<file path="config.mk">
export PLATFORM = sky130hd
export DESIGN_NAME = vfp_config_bank_flat
export DESIGN_NICKNAME = d
export VERILOG_FILES = /design/src/rtl/vfp_config_bank_if.sv /design/src/rtl/vfp_config_bank.sv /design/src/flat_wrapper.sv
export SDC_FILE = /design/constraint.sdc
export NUM_CORES = 1
export LEC_CHECK = 0
export CORE_AREA = 2 2 172 174
export DETAILED_ROUTE_END_ITERATION = 8
export DIE_AREA = 0 0 174 176
export GPL_TIMING_DRIVEN = 0
export PLACE_DENSITY = 0.81
export SYNTH_ARGS = -nofsm -noshare
export SYNTH_HDL_FRONTEND = slang
export SYNTH_SLANG_ARGS = --single-unit
</file>
<file path="constraint.sdc">
create_clock -name aclk -period 3.3 [get_ports aclk]
set_input_delay 0.66 -clock aclk [delete_from_list [all_inputs] [get_ports aclk]]
set_output_delay 0.66 -clock aclk [all_outputs]
set_load 0.005 [all_outputs]
</file>
<file path="src/rtl/vfp_config_bank_if.sv">
// Configuration bus between the processor side and vfp_config_bank.
// Writes are accepted in one cycle. Reads return data one cycle after the request.
//   master : drives the request fields wr_* and rd_valid/rd_addr
//   slave  : drives wr_ready, rd_dvalid and rd_data
interface vfp_config_bank_if #(
  parameter int DATA_WIDTH = 32,
  parameter int ADDR_WIDTH = 8
);
  logic                  wr_valid;
  logic [ADDR_WIDTH-1:0] wr_addr;
  logic [DATA_WIDTH-1:0] wr_data;
  logic                  wr_ready;
  logic                  rd_valid;
  logic [ADDR_WIDTH-1:0] rd_addr;
  logic                  rd_dvalid;
  logic [DATA_WIDTH-1:0] rd_data;

  modport master (
    output wr_valid, wr_addr, wr_data, rd_valid, rd_addr,
    input  wr_ready, rd_dvalid, rd_data
  );

  modport slave (
    input  wr_valid, wr_addr, wr_data, rd_valid, rd_addr,
    output wr_ready, rd_dvalid, rd_data
  );
endinterface

</file>
<file path="src/rtl/vfp_config_bank.sv">
// Run-time configuration bank for the VFP stream pipeline.
// Software writes go into staging registers. The staged set is copied to the
// active cfg_* outputs only on a sof pulse, and only after an UPDATE request.
// This keeps the configuration stable for the whole of a frame.
// Ports:
//   aclk, aresetn  : clock, asynchronous active-low reset
//   bus            : config bus (slave modport); single-cycle writes, 1-cycle read latency
//   sof            : start-of-frame pulse
//   cfg_*          : active configuration; cfg_pending = an update is waiting for sof
module vfp_config_bank #(
  parameter int          DATA_WIDTH     = 32,
  parameter int          ADDR_WIDTH     = 8,
  parameter logic [31:0] REVISION       = 32'h09072019,
  parameter int          IMG_WIDTH_MAX  = 2751,
  parameter int          IMG_HEIGHT_MAX = 1944,
  parameter int          NUM_USER       = 4
) (
  input  logic                           aclk,
  input  logic                           aresetn,
  vfp_config_bank_if.slave               bus,
  input  logic                           sof,
  output logic                           cfg_enable,
  output logic [1:0]                     cfg_mode,
  output logic [11:0]                    cfg_img_width,
  output logic [11:0]                    cfg_img_height,
  output logic [NUM_USER*DATA_WIDTH-1:0] cfg_user,
  output logic                           cfg_pending
);
  localparam int IW = ADDR_WIDTH - 2;
  localparam logic [IW-1:0] IDX_REV  = IW'(0);
  localparam logic [IW-1:0] IDX_CTRL = IW'(1);
  localparam logic [IW-1:0] IDX_WID  = IW'(2);
  localparam logic [IW-1:0] IDX_HGT  = IW'(3);
  localparam logic [IW-1:0] IDX_STAT = IW'(4);
  localparam logic [IW-1:0] IDX_CNT  = IW'(5);
  localparam int            IDX_USER0 = 6;
  localparam logic [11:0]   W_MAX = 12'(IMG_WIDTH_MAX);
  localparam logic [11:0]   H_MAX = 12'(IMG_HEIGHT_MAX);

  // staging and active register sets
  logic                                stg_enable, act_enable;
  logic [1:0]                          stg_mode, act_mode;
  logic [11:0]                         stg_width, act_width;
  logic [11:0]                         stg_height, act_height;
  logic [NUM_USER-1:0][DATA_WIDTH-1:0] stg_user, act_user;
  logic                                pending, err;
  logic [31:0]                         frame_cnt;
  logic                                wr_ready_q, rd_dvalid_q;
  logic [DATA_WIDTH-1:0]               rd_data_q;

  logic [IW-1:0]       wr_idx, rd_idx;
  logic                wr_en, wr_hit, img_err, upd_wr, err_clr, err_set;
  logic [11:0]         wv;
  logic [NUM_USER-1:0] wr_user;
  logic                rd_user_hit, rd_hit;
  logic [DATA_WIDTH-1:0] rd_user_word, rd_word;
  logic                unused;

  assign wr_idx = bus.wr_addr[ADDR_WIDTH-1:2];
  assign rd_idx = bus.rd_addr[ADDR_WIDTH-1:2];
  assign wr_en  = bus.wr_valid & wr_ready_q;
  assign wv     = bus.wr_data[11:0];
  assign unused = ^{bus.wr_addr[1:0], bus.rd_addr[1:0]};

  always_comb begin
    wr_user      = '0;
    rd_user_hit  = 1'b0;
    rd_user_word = '0;
    for (int k = 0; k < NUM_USER; k++) begin
      wr_user[k] = (wr_idx == IW'(IDX_USER0 + k));
      if (rd_idx == IW'(IDX_USER0 + k)) begin
        rd_user_hit  = 1'b1;
        rd_user_word = stg_user[k];
      end
    end
  end

  // A zero size is rejected and an oversize value is clamped. Both raise err.
  assign wr_hit  = (wr_idx <= IDX_CNT) | (|wr_user);
  assign img_err = ((wr_idx == IDX_WID) && (wv > W_MAX || wv == 12'd0)) ||
                   ((wr_idx == IDX_HGT) && (wv > H_MAX || wv == 12'd0));
  assign upd_wr  = wr_en && (wr_idx == IDX_CTRL) && bus.wr_data[1];
  assign err_clr = wr_en && (wr_idx == IDX_STAT) && bus.wr_data[1];
  assign err_set = (wr_en && (!wr_hit || img_err)) || (bus.rd_valid && !rd_hit);

  // The read mux sees the values from before this cycle's write, so a
  // read and a write to the same address in one cycle return the old value.
  always_comb begin
    rd_word = '0;
    rd_hit  = 1'b1;
    case (rd_idx)
      IDX_REV:  rd_word = DATA_WIDTH'(REVISION);
      IDX_CTRL: rd_word = DATA_WIDTH'({stg_mode, 1'b0, stg_enable});
      IDX_WID:  rd_word = DATA_WIDTH'(stg_width);
      IDX_HGT:  rd_word = DATA_WIDTH'(stg_height);
      IDX_STAT: rd_word = DATA_WIDTH'({err, pending});
      IDX_CNT:  rd_word = DATA_WIDTH'(frame_cnt);
      default: begin
        rd_hit  = rd_user_hit;
        rd_word = rd_user_word;
      end
    endcase
  end

  always_ff @(posedge aclk or negedge aresetn) begin
    if (!aresetn) begin
      stg_enable  <= 1'b0;
      stg_mode    <= 2'd0;
      stg_width   <= W_MAX;
      stg_height  <= H_MAX;
      stg_user    <= '0;
      act_enable  <= 1'b0;
      act_mode    <= 2'd0;
      act_width   <= W_MAX;
      act_height  <= H_MAX;
      act_user    <= '0;
      pending     <= 1'b0;
      err         <= 1'b0;
      frame_cnt   <= '0;
      wr_ready_q  <= 1'b0;
      rd_dvalid_q <= 1'b0;
      rd_data_q   <= '0;
    end else begin
      wr_ready_q <= 1'b1;
      if (wr_en) begin
        case (wr_idx)
          IDX_CTRL: begin
            stg_enable <= bus.wr_data[0];
            stg_mode   <= bus.wr_data[3:2];
          end
          IDX_WID: if (wv != 12'd0) stg_width  <= (wv > W_MAX) ? W_MAX : wv;
          IDX_HGT: if (wv != 12'd0) stg_height <= (wv > H_MAX) ? H_MAX : wv;
          default: begin
            for (int k = 0; k < NUM_USER; k++)
              if (wr_user[k]) stg_user[k] <= bus.wr_data;
          end
        endcase
      end
      // Promotion uses the registered pending bit. An UPDATE that arrives
      // together with sof is therefore held for the next frame.
      if (sof && pending) begin
        act_enable <= stg_enable;
        act_mode   <= stg_mode;
        act_width  <= stg_width;
        act_height <= stg_height;
        act_user   <= stg_user;
      end
      pending <= upd_wr | (pending & ~sof);
      err     <= err_set | (err & ~err_clr);
      if (sof) frame_cnt <= frame_cnt + 32'd1;
      rd_dvalid_q <= bus.rd_valid;
      if (bus.rd_valid) rd_data_q <= rd_word;
    end
  end

  assign bus.wr_ready   = wr_ready_q;
  assign bus.rd_dvalid  = rd_dvalid_q;
  assign bus.rd_data    = rd_data_q;
  assign cfg_enable     = act_enable;
  assign cfg_mode       = act_mode;
  assign cfg_img_width  = act_width;
  assign cfg_img_height = act_height;
  assign cfg_user       = act_user;
  assign cfg_pending    = pending;
endmodule

</file>
<file path="src/flat_wrapper.sv">
// flat-port wrapper written by rule: the top's interface ports become plain ports
module vfp_config_bank_flat 
#(
  parameter int          DATA_WIDTH     = 32,
  parameter int          ADDR_WIDTH     = 8,
  parameter logic [31:0] REVISION       = 32'h09072019,
  parameter int          IMG_WIDTH_MAX  = 2751,
  parameter int          IMG_HEIGHT_MAX = 1944,
  parameter int          NUM_USER       = 4
)
  (aclk, aresetn, sof, cfg_enable, cfg_mode, cfg_img_width, cfg_img_height, cfg_user, cfg_pending, bus_wr_valid, bus_wr_addr, bus_wr_data, bus_rd_valid, bus_rd_addr, bus_wr_ready, bus_rd_dvalid, bus_rd_data);
  vfp_config_bank_if #(.DATA_WIDTH(DATA_WIDTH), .ADDR_WIDTH(ADDR_WIDTH)) bus_i ();
  input  logic aclk;
  input  logic aresetn;
  input  logic sof;
  output logic cfg_enable;
  output logic [1:0] cfg_mode;
  output logic [11:0] cfg_img_width;
  output logic [11:0] cfg_img_height;
  output logic [NUM_USER*DATA_WIDTH-1:0] cfg_user;
  output logic cfg_pending;
  input wire logic [$bits(bus_i.wr_valid)-1:0] bus_wr_valid;
  input wire logic [$bits(bus_i.wr_addr)-1:0] bus_wr_addr;
  input wire logic [$bits(bus_i.wr_data)-1:0] bus_wr_data;
  input wire logic [$bits(bus_i.rd_valid)-1:0] bus_rd_valid;
  input wire logic [$bits(bus_i.rd_addr)-1:0] bus_rd_addr;
  output wire logic [$bits(bus_i.wr_ready)-1:0] bus_wr_ready;
  output wire logic [$bits(bus_i.rd_dvalid)-1:0] bus_rd_dvalid;
  output wire logic [$bits(bus_i.rd_data)-1:0] bus_rd_data;
  assign bus_i.wr_valid = bus_wr_valid;
  assign bus_i.wr_addr = bus_wr_addr;
  assign bus_i.wr_data = bus_wr_data;
  assign bus_i.rd_valid = bus_rd_valid;
  assign bus_i.rd_addr = bus_rd_addr;
  assign bus_wr_ready = bus_i.wr_ready;
  assign bus_rd_dvalid = bus_i.rd_dvalid;
  assign bus_rd_data = bus_i.rd_data;
  vfp_config_bank #(.DATA_WIDTH(DATA_WIDTH), .ADDR_WIDTH(ADDR_WIDTH), .REVISION(REVISION), .IMG_WIDTH_MAX(IMG_WIDTH_MAX), .IMG_HEIGHT_MAX(IMG_HEIGHT_MAX), .NUM_USER(NUM_USER)) u_core (.aclk(aclk), .aresetn(aresetn), .bus(bus_i), .sof(sof), .cfg_enable(cfg_enable), .cfg_mode(cfg_mode), .cfg_img_width(cfg_img_width), .cfg_img_height(cfg_img_height), .cfg_user(cfg_user), .cfg_pending(cfg_pending));
endmodule
</file>
Word-level counts from Yosys, hierarchy flattened
Cells that the tools add are included.
{"block": "totals", "reg_bits": 378, "input_bits": 53, "out_inout_bits": 190, "elab_cells": 93}
{"block": "classes", "n_addsub": 1, "n_lt_le_gt_ge": 3, "n_eq_ne": 17, "n_mux": 12, "n_bitwise": 9, "n_reduce_logical": 29}
{"cell": "32-bit case mux with 6 select lines", "count": 1}
{"cell": "32-bit two-way mux", "count": 4}
{"cell": "6-bit by 3-bit equality test with 1-bit output, second input constant", "count": 7}
{"cell": "32-bit by 1-bit adder with 32-bit output, second input constant", "count": 1}
{"cell": "6-bit by 2-bit equality test with 1-bit output, second input constant", "count": 4}
{"cell": "6-bit by 4-bit equality test with 1-bit output, second input constant", "count": 4}
{"cell": "12-bit two-way mux", "count": 2}
{"cell": "3-bit AND reduction", "count": 6}
{"cell": "6-bit by 1-bit equality test with 1-bit output, second input constant", "count": 2}
{"cell": "12-bit by 11-bit > comparator with 1-bit output, second input constant", "count": 1}
{"cell": "12-bit > comparator, second input constant", "count": 1}
{"cell": "12-bit zero test", "count": 1}
{"cell": "12-bit nonzero test", "count": 1}
{"cell": "1-bit logical AND", "count": 9}
{"cell": "6-bit by 3-bit <= comparator with 1-bit output, second input constant", "count": 1}
{"cell": "6-bit zero test", "count": 1}
{"cell": "6-bit OR reduction", "count": 1}
{"cell": "1-bit logical OR", "count": 5}
{"cell": "1-bit two-way mux", "count": 5}
{"cell": "4-bit OR reduction", "count": 1}
{"cell": "1-bit AND", "count": 3}
{"cell": "1-bit inverter", "count": 3}
{"cell": "1-bit OR", "count": 3}
{"cell": "3-bit OR reduction", "count": 1}
{"cell": "2 further kinds", "count": 3}

Logic depth before layout (Yosys ltp)
{"block": "logic_depth", "depth_word": 10, "mapped_depth": 8, "mapped_depth_nobuf": 6}

Least setup slack after synthesis
OpenSTA, ideal clock, no wires.
{"block": "synth_path", "path_type": "input to register", "start": "input bus_rd_addr[7]", "end": "register u_core.rd_data_q[18], in the netlist u_core.bus.rd_data[18]", "setup_ps": 94, "arrival_time_ps": 2056, "required_ps": 3206, "setup_slack_ps": 1150, "stages": 7, "n_path_buf": 2, "cell_sequence": "buf_4 > or3b_4 > nor3_4 > buf_4 > a221o_1 > o211ai_1 > a221oi_2"}
{"block": "synth_via", "elab_chain_len": 6, "elab_cells_between_ends": 15, "classes_between": "eq/ne (9); mux (5); reduce/logical (1)"}
{"item": "start: declaration", "line": "flat_wrapper.sv:26", "source": "input wire logic [$bits(bus_i.rd_addr)-1:0] bus_rd_addr;"}
{"item": "6-bit by 3-bit equality test with 1-bit output", "line": "vfp_config_bank.sv:71", "source": "if (rd_idx == IW'(IDX_USER0 + k)) begin"}
{"item": "32-bit two-way mux (4 in a row)", "line": "vfp_config_bank.sv:71"}
{"item": "32-bit case mux with 6 select lines (*)", "line": "vfp_config_bank.sv:91", "source": "case (rd_idx)"}
{"item": "end signal: assignment", "line": "vfp_config_bank.sv:152", "source": "if (bus.rd_valid) rd_data_q <= rd_word;"}
{"item": "end: declaration", "line": "vfp_config_bank.sv:49", "source": "logic [DATA_WIDTH-1:0] rd_data_q;"}
Mark *: on every way between the ends. The rest lies on a longest branch, timed or not.
A chain may end at the register's enable or synchronous reset.

==> impl_metrics.ini <==
[sta]
tightest_slew_ns = 1.107
relSlewSlack_pct = 25.57
slew_viol_final = 0
timing.final.ws_setup_ns = 0.4798
totalNegativeSetupSlack_ns = 0
setup_viol = 0
max_freq_ghz = 0.3546
rsz0062_at_grt = no
fin_hold_ws_ns = 0.1045
finalClockSkew_ns = 0.01147
min_period_ns = 2.820
period_share_pct = 85.46
hold_viol_final = 0

[clock_tree]
cts-buffers-inserted = 38
clock_sinks = 378
h-tree-depth = 2
post_cts_resized = 0
clk_pin_slew_ns = 0.06
root_buffer = clkbuf_16
hold_buffers = 0
clk_latency_ns = 0.52
cts_tree = done
clk_path_buf_depth = 3
cts_setup_buffers = 0

[floorplan]
design.core.area_mm2 = 0.02855
num_rows = 62
dieArea_mm2 = 0.03062
die_x_um = 174
io_pins = 243
start_util_pct = 55.53
die_h_um = 176

[layout]
syn2layout_area_growth_pct = 25.52
postLayoutCoreUtil_pct = 69.70
layout_common_cells = dfrtp_1, mux2_2, clkdlybuf4s50_1, clkbuf_1, nand2_1
layout_commonest_cell = dfrtp_1
fin_area_mm2 = 0.01990
nets = 1493
drive_above_1_share_pct = 28.31
num_antenna_cells = 0

[pwr]
p_seq_share_pct = 51.3
p_int_mw = 7.696
p_leak_nw = 9.213
clkPwrFrac_pct = 41.3
peakVddDrop_uv = 287.7
p_comb_share_pct = 7.4
p_sw_share_pct = 23.67
powerDensity_mw_per_mm2 = 506.8
switchingPower_mw = 2.387

[min_path]
min_path_type = in2async

[yosys]
yosys.area.top_type = dfrtp_1
synth_async_sr_flop_share_pct = 100.0
synth_area_mm2 = 0.01585
ys_types = 69
netlist_instances = 1169
synth_flop_cell = dfrtp_1
synth_area_leaders = dfrtp_1, mux2_2, dfstp_2
yosys_warnings = 0
synth_edf_count = 0
syn_nets = 1223
synth_top_area_share_pct = 54.94
seq_area_frac_synth_pct = 59.91
ys_ff_latch = 378
avgSynthCellArea_um2 = 13.56

[routing]
route.vias.total = 11180
drc = 0
via_per_inst = 6.041
drt_iter0_markers = 1009
avgRoutedWirePerCell_um = 24.08
detail-route-antenna-nets = 0
first_pass_iters = 5
wl_mm = 44.56

[critical_path]
end_kind = flip-flop
crit_fanout = 10
reg2reg_to = u_core.cfg_user[113]$_DFFE_PN0P_
r2r_cells = 4
r2r-start = u_core.cfg_pending$_DFF_PN0_
cp-start-kind = primary input
crit_arrival_ns = 3.25
required_ns = 3.73
critPathKind = in2reg
r2r_setup_slack_ns = 0.62

[placement]
gp_congestion = 0.9032
place_area_mm2 = 0.01869
portBuffers = 227
pre_cts_slack_ns = 0.05248
place_hpwl_mm = 31.72

[global_route]
grt_pass1_wl_mm = 68.39
grt_pass1_vias = 11510
antenna_found_initial = 2
overflow = 0
grt_max_degree = 113
grt.total_usage_pct = 29.33

[run]
cap_violations = 0

[run_status]
run_status = finished, final reports clean
==> stage by stage <==
stage	power (mW)	instances
after floorplan	5.516	1169
after global placement	5.945	1780
after detailed placement	5.987	1783
after CTS	10.12	1850
after global routing	10.41	1850
final	10.08	1850
==> cell usage after synthesis (6+ instances only) <==
cell type and count:
xnor2_1 23, nand2_1 54, dfrtp_1 348, nor3_1 7, nor2_1 48, mux2_2 283
nand4_1 8, nand3_1 13, dfstp_2 30, and3_1 8, o31ai_1 16, nor2b_1 16
inv_1 9, a221o_1 8, o211ai_1 6, buf_1 11, clkbuf_1 45, a21oi_1 27
buf_2 12, a221oi_1 32, o21ai_0 32, a31oi_1 15, o22ai_1 23, buf_4 6
xor2_1 8
==> power by group through the flow <==
stage                     Clock, mW  Sequential [mW]  Combinational (mW)
after floorplan                   0             5.14               0.373
after global placement            0             5.24               0.710
after detailed placement          0             5.24               0.747
after CTS                      4.21             5.16               0.755
after global routing           4.39             5.19               0.826
final                          4.16             5.17               0.751
==> routing by layer <==
layer,up-vias,track usage (%),share of wire (%)
met1,5758,39.95,41
met4,4,10.78,3.4
li1,4837,-,-
met3,106,6.158,7.4
met5,-,0,0.076
met2,471,47.05,48
==> sequential cells by signal (all words and copies together) (netlist names), 2 cells and up <==
name and flops:
u_core.bus.rd_data 32, u_core.stg_user 128, u_core.stg_width 12, u_core.stg_height 12
u_core.cfg_mode 2, u_core.frame_cnt 32, u_core.cfg_img_width 12, u_core.cfg_user 128
u_core.stg_mode 2, u_core.cfg_img_height 12
==> critical path, stage by stage <==
cell and delay (ns):
clkdlybuf4s50_1 0.51, clkbuf_1 0.49, clkbuf_1 0.75, clkbuf_1 0.56, a31oi_1 0.16, o31ai_1 0.10
==> worst max-delay path by stage <==
stage	from	end	slack [ns]	depth (start not counted)
global placement	aresetn	u_core.cfg_user[89]$_DFFE_PN0P_	-14.32	1
detailed placement	bus_rd_addr[3]	u_core.bus.rd_data[9]$_DFFE_PN0P_	0.05	7
global route	bus_rd_valid	u_core.bus.rd_data[13]$_DFFE_PN0P_	0.43	6
CTS	bus_rd_addr[3]	u_core.bus.rd_data[9]$_DFFE_PN0P_	0.58	7
floorplan	bus_rd_addr[7]	u_core.bus.rd_data[18]$_DFFE_PN0P_	1.15	7
finish	bus_rd_valid	u_core.bus.rd_data[28]$_DFFE_PN0P_	0.48	6
==> layout make-up <==
type	count	area [um^2]
Sequential cell	378	9497
Fill cell	2010	8651
Multi-Input combinational cell	706	5983
Timing Repair Buffer	230	2360
Clock buffer	60	1165
Tap cell	384	480.5
Buffer	76	337.8
Clock inverter	7	40.04
Inverter	9	33.78
==> logic make-up (layout without fill, tap and decap cells) <==
| logic type | count (synthesis) | count (layout) | share of synthesized area, % |
|---|---|---|---|
| flops | 378 | 378 | 59.91 |
| mux | 287 | 287 | 20.36 |
| compound gates | 196 | 196 | 8.896 |
| simple gates | 190 | 190 | 6.678 |
| buf+inv | 85 | 382 | 2.344 |
| xor+xnor | 31 | 31 | 1.713 |
| fa+ha+maj | 1 | 1 | 0.07892 |
| other cells | 1 | 1 | 0.02366 |
(Power assumes the default switching activity.)
